### config.mk
export PLATFORM = sky130hd
export DESIGN_NAME = cnn_frame_streamer
export DESIGN_NICKNAME = d
export VERILOG_FILES = /design/src/rtl/cnn_frame_streamer.sv
export SDC_FILE = /design/constraint.sdc
export NUM_CORES = 1
export LEC_CHECK = 0
export BUFFER_PORTS_ARGS = -buffer_cell sky130_fd_sc_hd__buf_4
export CORE_MARGIN = 4
export CORE_UTILIZATION = 35
export CTS_CLUSTER_SIZE = 10
export DETAILED_ROUTE_END_ITERATION = 16
export PLACE_DENSITY = 0.52
export SYNTH_ARGS = -nofsm -noshare
export SYNTH_HDL_FRONTEND = slang
export SYNTH_SLANG_ARGS = --single-unit
### constraint.sdc
create_clock -name clk -period 2.87 [get_ports clk]
set_input_delay 0.287 -clock clk [delete_from_list [all_inputs] [get_ports clk]]
set_output_delay 0.287 -clock clk [all_outputs]
set_load 0.05 [all_outputs]
### src/rtl/cnn_frame_streamer.sv
// Frame streamer between the AXI-Lite registers and CNN_TOP: buffers packed pixel words,
// unpacks them into a pixel-per-cycle stream and sequences a frame with error/irq reporting.
module cnn_frame_streamer #(
    parameter int unsigned DATA_WIDTH     = 32,
    parameter int unsigned PIXEL_WIDTH    = 8,
    parameter int unsigned FRAME_PIXELS   = 1024,
    parameter int unsigned FIFO_DEPTH     = 16,
    parameter int unsigned TIMEOUT_CYCLES = 65535
) (
    input  logic                        clk,
    input  logic                        rst_n,
    input  logic                        ctrl_start,
    input  logic                        ctrl_abort,
    input  logic                        irq_en,
    input  logic                        irq_clear,
    input  logic                        wr_valid,
    input  logic [DATA_WIDTH-1:0]       wr_data,
    output logic                        wr_ready,
    output logic                        pix_valid,
    output logic [PIXEL_WIDTH-1:0]      pix_data,
    output logic                        cnn_start,
    output logic                        cnn_reset,
    input  logic                        cnn_busy,
    input  logic                        cnn_result_valid,
    output logic                        frame_active,
    output logic                        frame_done,
    output logic                        irq,
    output logic [$clog2(FIFO_DEPTH):0] fifo_level,
    output logic [31:0]                 frame_count,
    output logic [3:0]                  error_code
);

    localparam int unsigned PPW = DATA_WIDTH / PIXEL_WIDTH;
    localparam int unsigned AW  = $clog2(FIFO_DEPTH);
    localparam int unsigned LW  = (PPW > 1) ? $clog2(PPW) : 1;
    localparam int unsigned CW  = $clog2(FRAME_PIXELS + 1);
    localparam int unsigned TW  = $clog2(TIMEOUT_CYCLES + 1);

    localparam logic [AW:0]   LvlFull  = (AW + 1)'(FIFO_DEPTH);
    localparam logic [LW-1:0] LaneLast = LW'(PPW - 1);
    localparam logic [CW-1:0] FrameLen = CW'(FRAME_PIXELS);
    localparam logic [TW-1:0] TmoLimit = TW'(TIMEOUT_CYCLES);

    typedef enum logic [1:0] {StIdle, StStart, StStream, StWait} state_e;

    state_e                  state_q, state_d;
    logic [DATA_WIDTH-1:0]   mem_q [FIFO_DEPTH];
    logic [AW-1:0]           wr_ptr_q, wr_ptr_d;
    logic [AW-1:0]           rd_ptr_q, rd_ptr_d;
    logic [AW:0]             level_q, level_d;
    logic [LW-1:0]           lane_q, lane_d;
    logic [CW-1:0]           pix_cnt_q, pix_cnt_d;
    logic [TW-1:0]           tmo_q, tmo_d;
    logic                    pix_valid_q, pix_valid_d;
    logic [PIXEL_WIDTH-1:0]  pix_data_q, pix_data_d;
    logic                    cnn_start_q, cnn_start_d;
    logic                    cnn_reset_q, cnn_reset_d;
    logic                    frame_active_q, frame_active_d;
    logic                    frame_done_q, frame_done_d;
    logic                    irq_q, irq_d;
    logic [31:0]             frame_count_q, frame_count_d;
    logic [3:0]              error_q, error_d;

    logic                    fifo_full;
    logic [DATA_WIDTH-1:0]   head_word;
    logic                    push, pop, done;
    logic [3:0]              err_set;

    assign fifo_full = (level_q == LvlFull);
    assign head_word = mem_q[rd_ptr_q];

    always_comb begin
        state_d       = state_q;
        wr_ptr_d      = wr_ptr_q;
        rd_ptr_d      = rd_ptr_q;
        level_d       = level_q;
        lane_d        = lane_q;
        pix_cnt_d     = pix_cnt_q;
        tmo_d         = tmo_q;
        pix_valid_d   = 1'b0;
        pix_data_d    = pix_data_q;
        cnn_start_d   = 1'b0;
        cnn_reset_d   = 1'b0;
        frame_done_d  = 1'b0;
        frame_count_d = frame_count_q;
        err_set       = '0;
        push          = 1'b0;
        pop           = 1'b0;
        done          = 1'b0;

        if (ctrl_abort) begin
            // Abort overrides everything else sampled this cycle, including a write.
            state_d     = StIdle;
            cnn_reset_d = 1'b1;
            wr_ptr_d    = '0;
            rd_ptr_d    = '0;
            level_d     = '0;
            lane_d      = '0;
            pix_cnt_d   = '0;
            tmo_d       = '0;
            err_set[3]  = 1'b1;
        end else begin
            push       = wr_valid && !fifo_full;
            err_set[0] = wr_valid && fifo_full;
            err_set[1] = ctrl_start && ((state_q != StIdle) || cnn_busy);

            unique case (state_q)
                StIdle: begin
                    if (ctrl_start && !cnn_busy) begin
                        state_d     = StStart;
                        cnn_start_d = 1'b1;
                        lane_d      = '0;
                        pix_cnt_d   = '0;
                    end
                end
                StStart, StStream: begin
                    // START already emits so the first pixel follows cnn_start directly.
                    state_d = StStream;
                    if (level_q != '0) begin
                        pix_valid_d = 1'b1;
                        pix_data_d  = head_word[32'(lane_q) * PIXEL_WIDTH +: PIXEL_WIDTH];
                        pix_cnt_d   = pix_cnt_q + CW'(1);
                        if (lane_q == LaneLast) begin
                            pop    = 1'b1;
                            lane_d = '0;
                        end else begin
                            lane_d = lane_q + LW'(1);
                        end
                    end
                    if (pix_cnt_d == FrameLen) begin
                        state_d = StWait;
                        tmo_d   = '0;
                    end
                end
                StWait: begin
                    tmo_d = tmo_q + TW'(1);
                    if (cnn_result_valid) begin
                        state_d       = StIdle;
                        done          = 1'b1;
                        frame_done_d  = 1'b1;
                        frame_count_d = frame_count_q + 32'd1;
                    end else if (tmo_q == TmoLimit) begin
                        state_d     = StIdle;
                        cnn_reset_d = 1'b1;
                        err_set[2]  = 1'b1;
                    end
                end
                default: state_d = StIdle;
            endcase

            if (push) begin
                wr_ptr_d = wr_ptr_q + AW'(1);
            end
            if (pop) begin
                rd_ptr_d = rd_ptr_q + AW'(1);
            end
            unique case ({push, pop})
                2'b10:   level_d = level_q + (AW + 1)'(1);
                2'b01:   level_d = level_q - (AW + 1)'(1);
                default: level_d = level_q;
            endcase
        end

        // A set event in the same cycle as irq_clear wins.
        irq_d          = (irq_clear ? 1'b0 : irq_q) | (done & irq_en);
        error_d        = (irq_clear ? 4'b0000 : error_q) | err_set;
        frame_active_d = (state_d != StIdle);
    end

    always_ff @(posedge clk) begin
        if (push) begin
            mem_q[wr_ptr_q] <= wr_data;
        end
    end

    always_ff @(posedge clk or negedge rst_n) begin
        if (!rst_n) begin
            state_q        <= StIdle;
            wr_ptr_q       <= '0;
            rd_ptr_q       <= '0;
            level_q        <= '0;
            lane_q         <= '0;
            pix_cnt_q      <= '0;
            tmo_q          <= '0;
            pix_valid_q    <= 1'b0;
            pix_data_q     <= '0;
            cnn_start_q    <= 1'b0;
            cnn_reset_q    <= 1'b0;
            frame_active_q <= 1'b0;
            frame_done_q   <= 1'b0;
            irq_q          <= 1'b0;
            frame_count_q  <= '0;
            error_q        <= '0;
        end else begin
            state_q        <= state_d;
            wr_ptr_q       <= wr_ptr_d;
            rd_ptr_q       <= rd_ptr_d;
            level_q        <= level_d;
            lane_q         <= lane_d;
            pix_cnt_q      <= pix_cnt_d;
            tmo_q          <= tmo_d;
            pix_valid_q    <= pix_valid_d;
            pix_data_q     <= pix_data_d;
            cnn_start_q    <= cnn_start_d;
            cnn_reset_q    <= cnn_reset_d;
            frame_active_q <= frame_active_d;
            frame_done_q   <= frame_done_d;
            irq_q          <= irq_d;
            frame_count_q  <= frame_count_d;
            error_q        <= error_d;
        end
    end

    assign wr_ready     = !fifo_full;
    assign pix_valid    = pix_valid_q;
    assign pix_data     = pix_data_q;
    assign cnn_start    = cnn_start_q;
    assign cnn_reset    = cnn_reset_q;
    assign frame_active = frame_active_q;
    assign frame_done   = frame_done_q;
    assign irq          = irq_q;
    assign fifo_level   = level_q;
    assign frame_count  = frame_count_q;
    assign error_code   = error_q;

endmodule

# After elaboration in Yosys (flattened, before gate mapping)
# Memories as Yosys holds them, arrays and structs flattened.
# Cells that the tools add are included.
dict set report totals {
  wordCells 114
  romBits 0
  output_inout_bits 56
  regBits 94
  ramBits 512
  latch_bits 0
  memories 1
  in_bits 41
}
# memory words width rd rd_clocked_by_memory_dff wr line_no
set memory_table {}
lappend memory_table {mem_q 16 32 1 0 1 47} ;# logic [DATA_WIDTH-1:0] mem_q [FIFO_DEPTH];
dict set report classes {
  n_reduce_logical 22
  mul 0
  bitwise 4
  n_lt_le_gt_ge 0
  muxes 50
  n_eq_ne 12
  shift 1
  n_addsub 8
  div_mod_pow 0
}
# cell count
set ops {}
lappend ops {{$mux W11} 5}
lappend ops {{$add A32 B1 Y32 const B} 1}
lappend ops {{$mux W16} 2}
lappend ops {{$pmux W16 S2} 1}
lappend ops {{$shiftx A32 B6 Y8} 1}
lappend ops {{$mux W1} 23}
lappend ops {{$pmux W11 S2} 1}
lappend ops {{$mux W4} 5}
lappend ops {{$add A16 B1 Y16 const B} 1}
lappend ops {{$eq A16 B16 Y1 const B} 1}
lappend ops {{$mux W2} 8}
lappend ops {{$add A11 B1 Y11 const B} 1}
lappend ops {{$eq A11 B11 Y1 const B} 1}
lappend ops {{$pmux W5 S2} 1}
lappend ops {{$ne A3 B3 Y1 const B} 3}
lappend ops {{$reduce_and A3 Y1} 3}
lappend ops {{$reduce_bool A3 Y1} 3}
lappend ops {{$add A4 B1 Y4 const B} 2}
lappend ops {{$eq A2 B2 Y1 const B} 4}
lappend ops {{$reduce_bool A2 Y1} 4}
lappend ops {{$pmux W2 S3} 1}
lappend ops {{$add A5 B1 Y5 const B} 1}
lappend ops {{$eq A5 B5 Y1 const B} 1}
lappend ops {{$mux W5} 1}
lappend ops {{16 further kinds} 22}

# Longest topological paths before layout
dict set report depth {
  ltp_word 9
  mapped_depth 13
  ltp_nobuf 11
}

# Worst setup path after synthesis
# No wires, ideal clock.
dict set report synth_timing {
  kind {register to register}
  from {register level_q[1], in the netlist fifo_level[1]}
  to {register level_q[4], in the netlist fifo_level[4]}
  path_slack_ps -745
  path_buffers 2
  arrival_time_ps 3483
  period_less_slack_ps 3615
  required_time_ps 2738
  setup_time_ps 132
  stages_incl_launch_ff 14
  path_cell_list {dfrtp_1 > nor4_4 > nand2_1 > and2_1 > buf_1 > or2_2 > clkbuf_1 > inv_1 > ha_1 > a21o_1 > a21oi_1 > mux2i_1 > xnor2_1 > nor2_1}
}
dict set report synth_via {
  elab_cells_between_ends 14
}
# item line_no
set synth_rtl {}
lappend synth_rtl {{from (decl)} 50} ;# logic [AW:0] level_q, level_d;
lappend synth_rtl {{from (signal assigned)} 198} ;# level_q <= level_d;
lappend synth_rtl {{$eq A5 B5 Y1 (*)} 69} ;# assign fifo_full = (level_q == LvlFull);
lappend synth_rtl {{$logic_not A1 Y1 (*)} --}
lappend synth_rtl {{named net wr_ready} 18} ;# output logic wr_ready,
lappend synth_rtl {{$logic_and A1 B1 Y1 (*)} 103} ;# push = wr_valid && !fifo_full;
lappend synth_rtl {{$eq A2 B1 Y1 or $eq A2 B2 Y1 (tied branches)} 157} ;# unique case ({push, pop})
lappend synth_rtl {{$pmux W5 S2} 157}
lappend synth_rtl {{$mux W5} 91} ;# if (ctrl_abort) begin
# Mark *: on every way through the listed nets, which the timed path passes. The rest lies on a longest branch. The select of a mux whose other input is x is not followed.
# A chain may end at the register's enable or synchronous reset.

# Worst setup path after layout
dict set report layout_timing {
  from {register pix_cnt_q[1]}
  to {register tmo_q[4]}
}
dict set report layout_via {
  elab_chain_len 7
}
# item line_no
set layout_lines {}
lappend layout_lines {{from (decl)} 52} ;# logic [CW-1:0] pix_cnt_q, pix_cnt_d;
lappend layout_lines {{from (signal assigned)} 200} ;# pix_cnt_q <= pix_cnt_d;
lappend layout_lines {{$add A11 B1 Y11} 122} ;# pix_cnt_d = pix_cnt_q + CW'(1);
lappend layout_lines {{$mux W11 (*)} 119} ;# if (level_q != '0) begin
lappend layout_lines {{$mux W11 (*)} 107} ;# unique case (state_q)
lappend layout_lines {{$mux W11 (*)} 91}
lappend layout_lines {{$eq A11 B11 Y1 (*)} 130} ;# if (pix_cnt_d == FrameLen) begin
lappend layout_lines {{$ne A3 B3 Y1 (no line) (*)} --}
lappend layout_lines {{$reduce_and A2 Y1 (no line) (*)} --}
lappend layout_lines {{to (signal assigned)} 201} ;# tmo_q <= tmo_d;
lappend layout_lines {{to (decl)} 53} ;# logic [TW-1:0] tmo_q, tmo_d;
# Every way passes the cells marked *; elsewhere a longest branch is shown, timed or not. The select of a mux whose other input is x is not followed.

==> out/metrics.cfg <==
[routing]
vias = 13020
avgViaCountPerCell = 5.20
drc = 0
wl_mm = 57.7
drt_iter0_drc = 1054
postRouteAntennaNets = 0
first_pass_iters = 5
wl_per_cell_um = 23.0

[worst_hold_path]
hold_class = in2reg
hold_path_startpoint = cnn_busy

[pwr]
swShare = 0.220
clock_power_share = 0.439
intPower_w = 0.0149
ir_drop_v = 0.000552
p_leak_nw = 9.91
power.switching_w = 0.00419
comb_power_share = 0.047
p_per_area_nw_per_um2 = 646
seqPwrFrac = 0.514

[floorplan]
fp.dieArea_um2 = 73900
die_y_um = 272
num_rows = 96
core_um2 = 68800
num_io_pins = 97
fp.dieW_um = 272
start_util = 0.354

[cells_and_area]
final_cells = 2504
final_nets = 1593
fillCellCount = 6051
area_delta_synth_final_pct = 21.2
drive_gt1_frac = 0.277

[global_route]
grt_pass1_wl_mm = 87.2
grt.total_usage = 0.157
grt_pass1_vias = 13380
antenna_found_initial = 2
grt_overflow = 0
grt_max_degree = 57

[sta]
rsz0062_at_grt = no
fin_skew_ps = 19.7
hold_viol = 0
fin_crit_sh = 0.929
setup_viol = 0
worst_slack_ps = 205
fin_crit_ps = 2670
tightestPinTransition_ps = 820
max_clock_freq_ghz = 0.375
maxSlewViolCount = 0
slew_headroom = 0.453

[logic_synthesis]
syn_inst = 1315
synth_seq_cells = 606
ys_seq_area_frac = 0.728
synth_compound_area_frac = 0.0389
synth_top_area_cell = edfxtp_1
synth_mux_area_frac = 0.143
synthXorXnorAreaFrac = 0.0165
synth_top_family_by_area = multiplexers
syn_nets = 1371
syn_area_um2 = 24400
synthDistinctLibCells = 63
synth_edf_count = 512
syn_avg_cell_area_um2 = 18.5
ys.flop_type = edfxtp_1
async_reset_ff_frac = 0.155
yosys.area_share.simple = 0.0499
synth_top_cell_area_share = 0.631
synth_fa_ha_area_frac = 0.00801
yosys_warnings = 0
synthTopCellsByArea = edfxtp_1 63%, mux4_2 12%, dfrtp_1 9.7%

[setup_path]
critPathMaxFanout = 13
worst_setup_path_start_kind = flop
crit_arrival_ps = 3210
cp-startpoint = pix_cnt_q[1]
cp-end-kind = flop
crit_type = reg2reg
r2r-start = pix_cnt_q[1]
ff2ff_setup_slack_ps = 200
cp.required_ps = 3410

[clocking]
clock_latency_ps = 610
cts_tree = yes
cts_buffer_depth = 3
cts_sinks = 606
cts-root-buf = clkbuf_16
clk_pin_slew_ps = 60
ctsHtreeMaxLevel = 3
cts_made_buffers = 73

[placed_design]
placed_cells = 2352
pre_cts_slack_ps = 96.8
gp_congestion = 0.746
hpwl_mm = 33.1
portBuffers = 96

[run]
cap_violations = 0

[status]
status = complete, no violations

layer usage:
layer,track usage,part of all wire
met2,0.249,0.47
met3,0.0293,0.051
met5,0,0.00023
met4,0.0453,0.022
met1,0.224,0.45
power groups by stage:
stage / clock network [W] / registers (W) / logic [W]
final: 0.00836 / 0.00979 / 0.000899
after global routing: 0.00899 / 0.00980 / 0.000975
after CTS: 0.00861 / 0.00979 / 0.000914
after detailed placement: 0 / 0.00997 / 0.000864
after global placement: 0 / 0.00997 / 0.000847
after floorplan: 0 / 0.0101 / 0.000226
placed cells by master (no fill, tap or decap), drive strengths merged, types with 5 or more instances in the layout:
| cell type | Yosys | routed |
|---|---|---|
| a211oi | 14 | 14 |
| a21o | 5 | 5 |
| a21oi | 17 | 17 |
| and2 | 20 | 20 |
| and3 | 11 | 11 |
| buf | 28 | 171 |
| clkbuf | 36 | 99 |
| clkinv | 0 | 7 |
| dfrtp | 94 | 94 |
| dlygate4sd3 | 0 | 40 |
| edfxtp | 512 | 512 |
| ha | 14 | 14 |
| inv | 26 | 29 |
| mux2i | 51 | 51 |
| mux4 | 131 | 131 |
| nand2 | 70 | 70 |
| nand2b | 6 | 6 |
| nand3 | 38 | 38 |
| nand4 | 14 | 14 |
| nor2 | 42 | 42 |
| nor3 | 7 | 7 |
| o21ai | 29 | 29 |
| o221ai | 20 | 20 |
| o22ai | 12 | 12 |
| o311ai | 5 | 5 |
| o31ai | 6 | 6 |
| or3 | 7 | 7 |
| xnor2 | 32 | 32 |
| xor2 | 14 | 14 |
layout make-up:
cell class / count / area (µm²) / share of cell area
Sequential cell: 606 / 17700 / 0.601
Multi-Input combinational cell: 619 / 6320 / 0.214
Timing Repair Buffer: 211 / 2020 / 0.0685
Clock buffer: 99 / 2000 / 0.0677
Tap cell: 931 / 1160 / 0.0395
Clock inverter: 11 / 154 / 0.00522
Inverter: 26 / 100 / 0.00339
Antenna cell: 1 / 2.50 / 0.0000848
what timing repair did:
| item | in CTS | in global routing |
|---|---|---|
| hold buffers | 40 | 0 |
| buffers inserted | 0 | 1 |
| resized for setup | 0 | 7 |
| setup endpoints to repair | 0 | 11 |
| hold endpoints to repair | 573 | 0 |
flip-flops by register name, indices dropped and copies added (netlist names), 2 cells and up:
register     cells
tmo_q           16
rd_ptr_q         4
pix_cnt_q       11
mem_q          512
wr_ptr_q         4
fifo_level       5
state_q          2
frame_count     32
error_code       4
lane_q           2
pix_data         8
cells by family (layout without fill, tap and decap cells):
group,count (synthesis),count (layout)
multiplexers,184,184
XOR/XNOR,46,46
adder cells (fa/ha/maj),15,15
other,0,1
flip-flops,606,606
AO/OA/AOI/OAI,134,134
AND/OR/NAND/NOR,240,240
buffers and inverters,90,347
per-stage QoR:
stage	setup TNS (ps)	util	hold slack, ps	power, W	cell area, µm²
finish	0	0.429	69.0	0.0191	29500
global route	0	0.429	78.3	0.0198	29500
CTS	0	0.428	21.1	0.0193	29500
detailed placement	0	0.391	449	0.0108	26900
global placement	0	0.391	448	0.0108	26900
floorplan	-173	-	-8.59	0.0104	24400
cells in the mapped netlist, types with 3 or more instances:
cell      number
nand2b_1       6
ha_1          14
o311ai_0       5
o41ai_1        3
a21o_1         5
o31ai_1        6
mux4_2       131
or2_2          3
and2_1        20
a211oi_1      13
or3_1          7
clkbuf_1      36
and3_1        11
buf_4          5
mux2i_1       51
nor3_1         7
nand4_1       14
xor2_1        14
buf_2         19
xnor2_1       32
nand2_1       70
a31oi_1        3
nor2b_1        4
buf_1          4
nand3_1       38
a21oi_1       17
nor2_1        42
o21ai_0       28
inv_1         25
o22ai_1       12
o221ai_1      20
or4_1          4
dfrtp_1       94
edfxtp_1     512
worst paths after layout:
check	to	cells after the start
worst max-delay path	tmo_q[4]	9
worst min-delay path	cnn_start	4
worst max register to register	tmo_q[4]	9
worst min register to register	frame_count[31]	1
max in group asynchronous	frame_count[13]	3
min in group asynchronous	frame_active	2
critical path, cell delays in order, from the launching register on:
cell and delay, ps:
dfrtp_2 430, ha_2 240, inv_1 110, a2111oi_4 390, mux2i_1 310, o211ai_1 150, o21a_2 300, buf_4 190
or4_1 390, nand3_1 90
No activity file was read; power rests on OpenSTA's default activity.
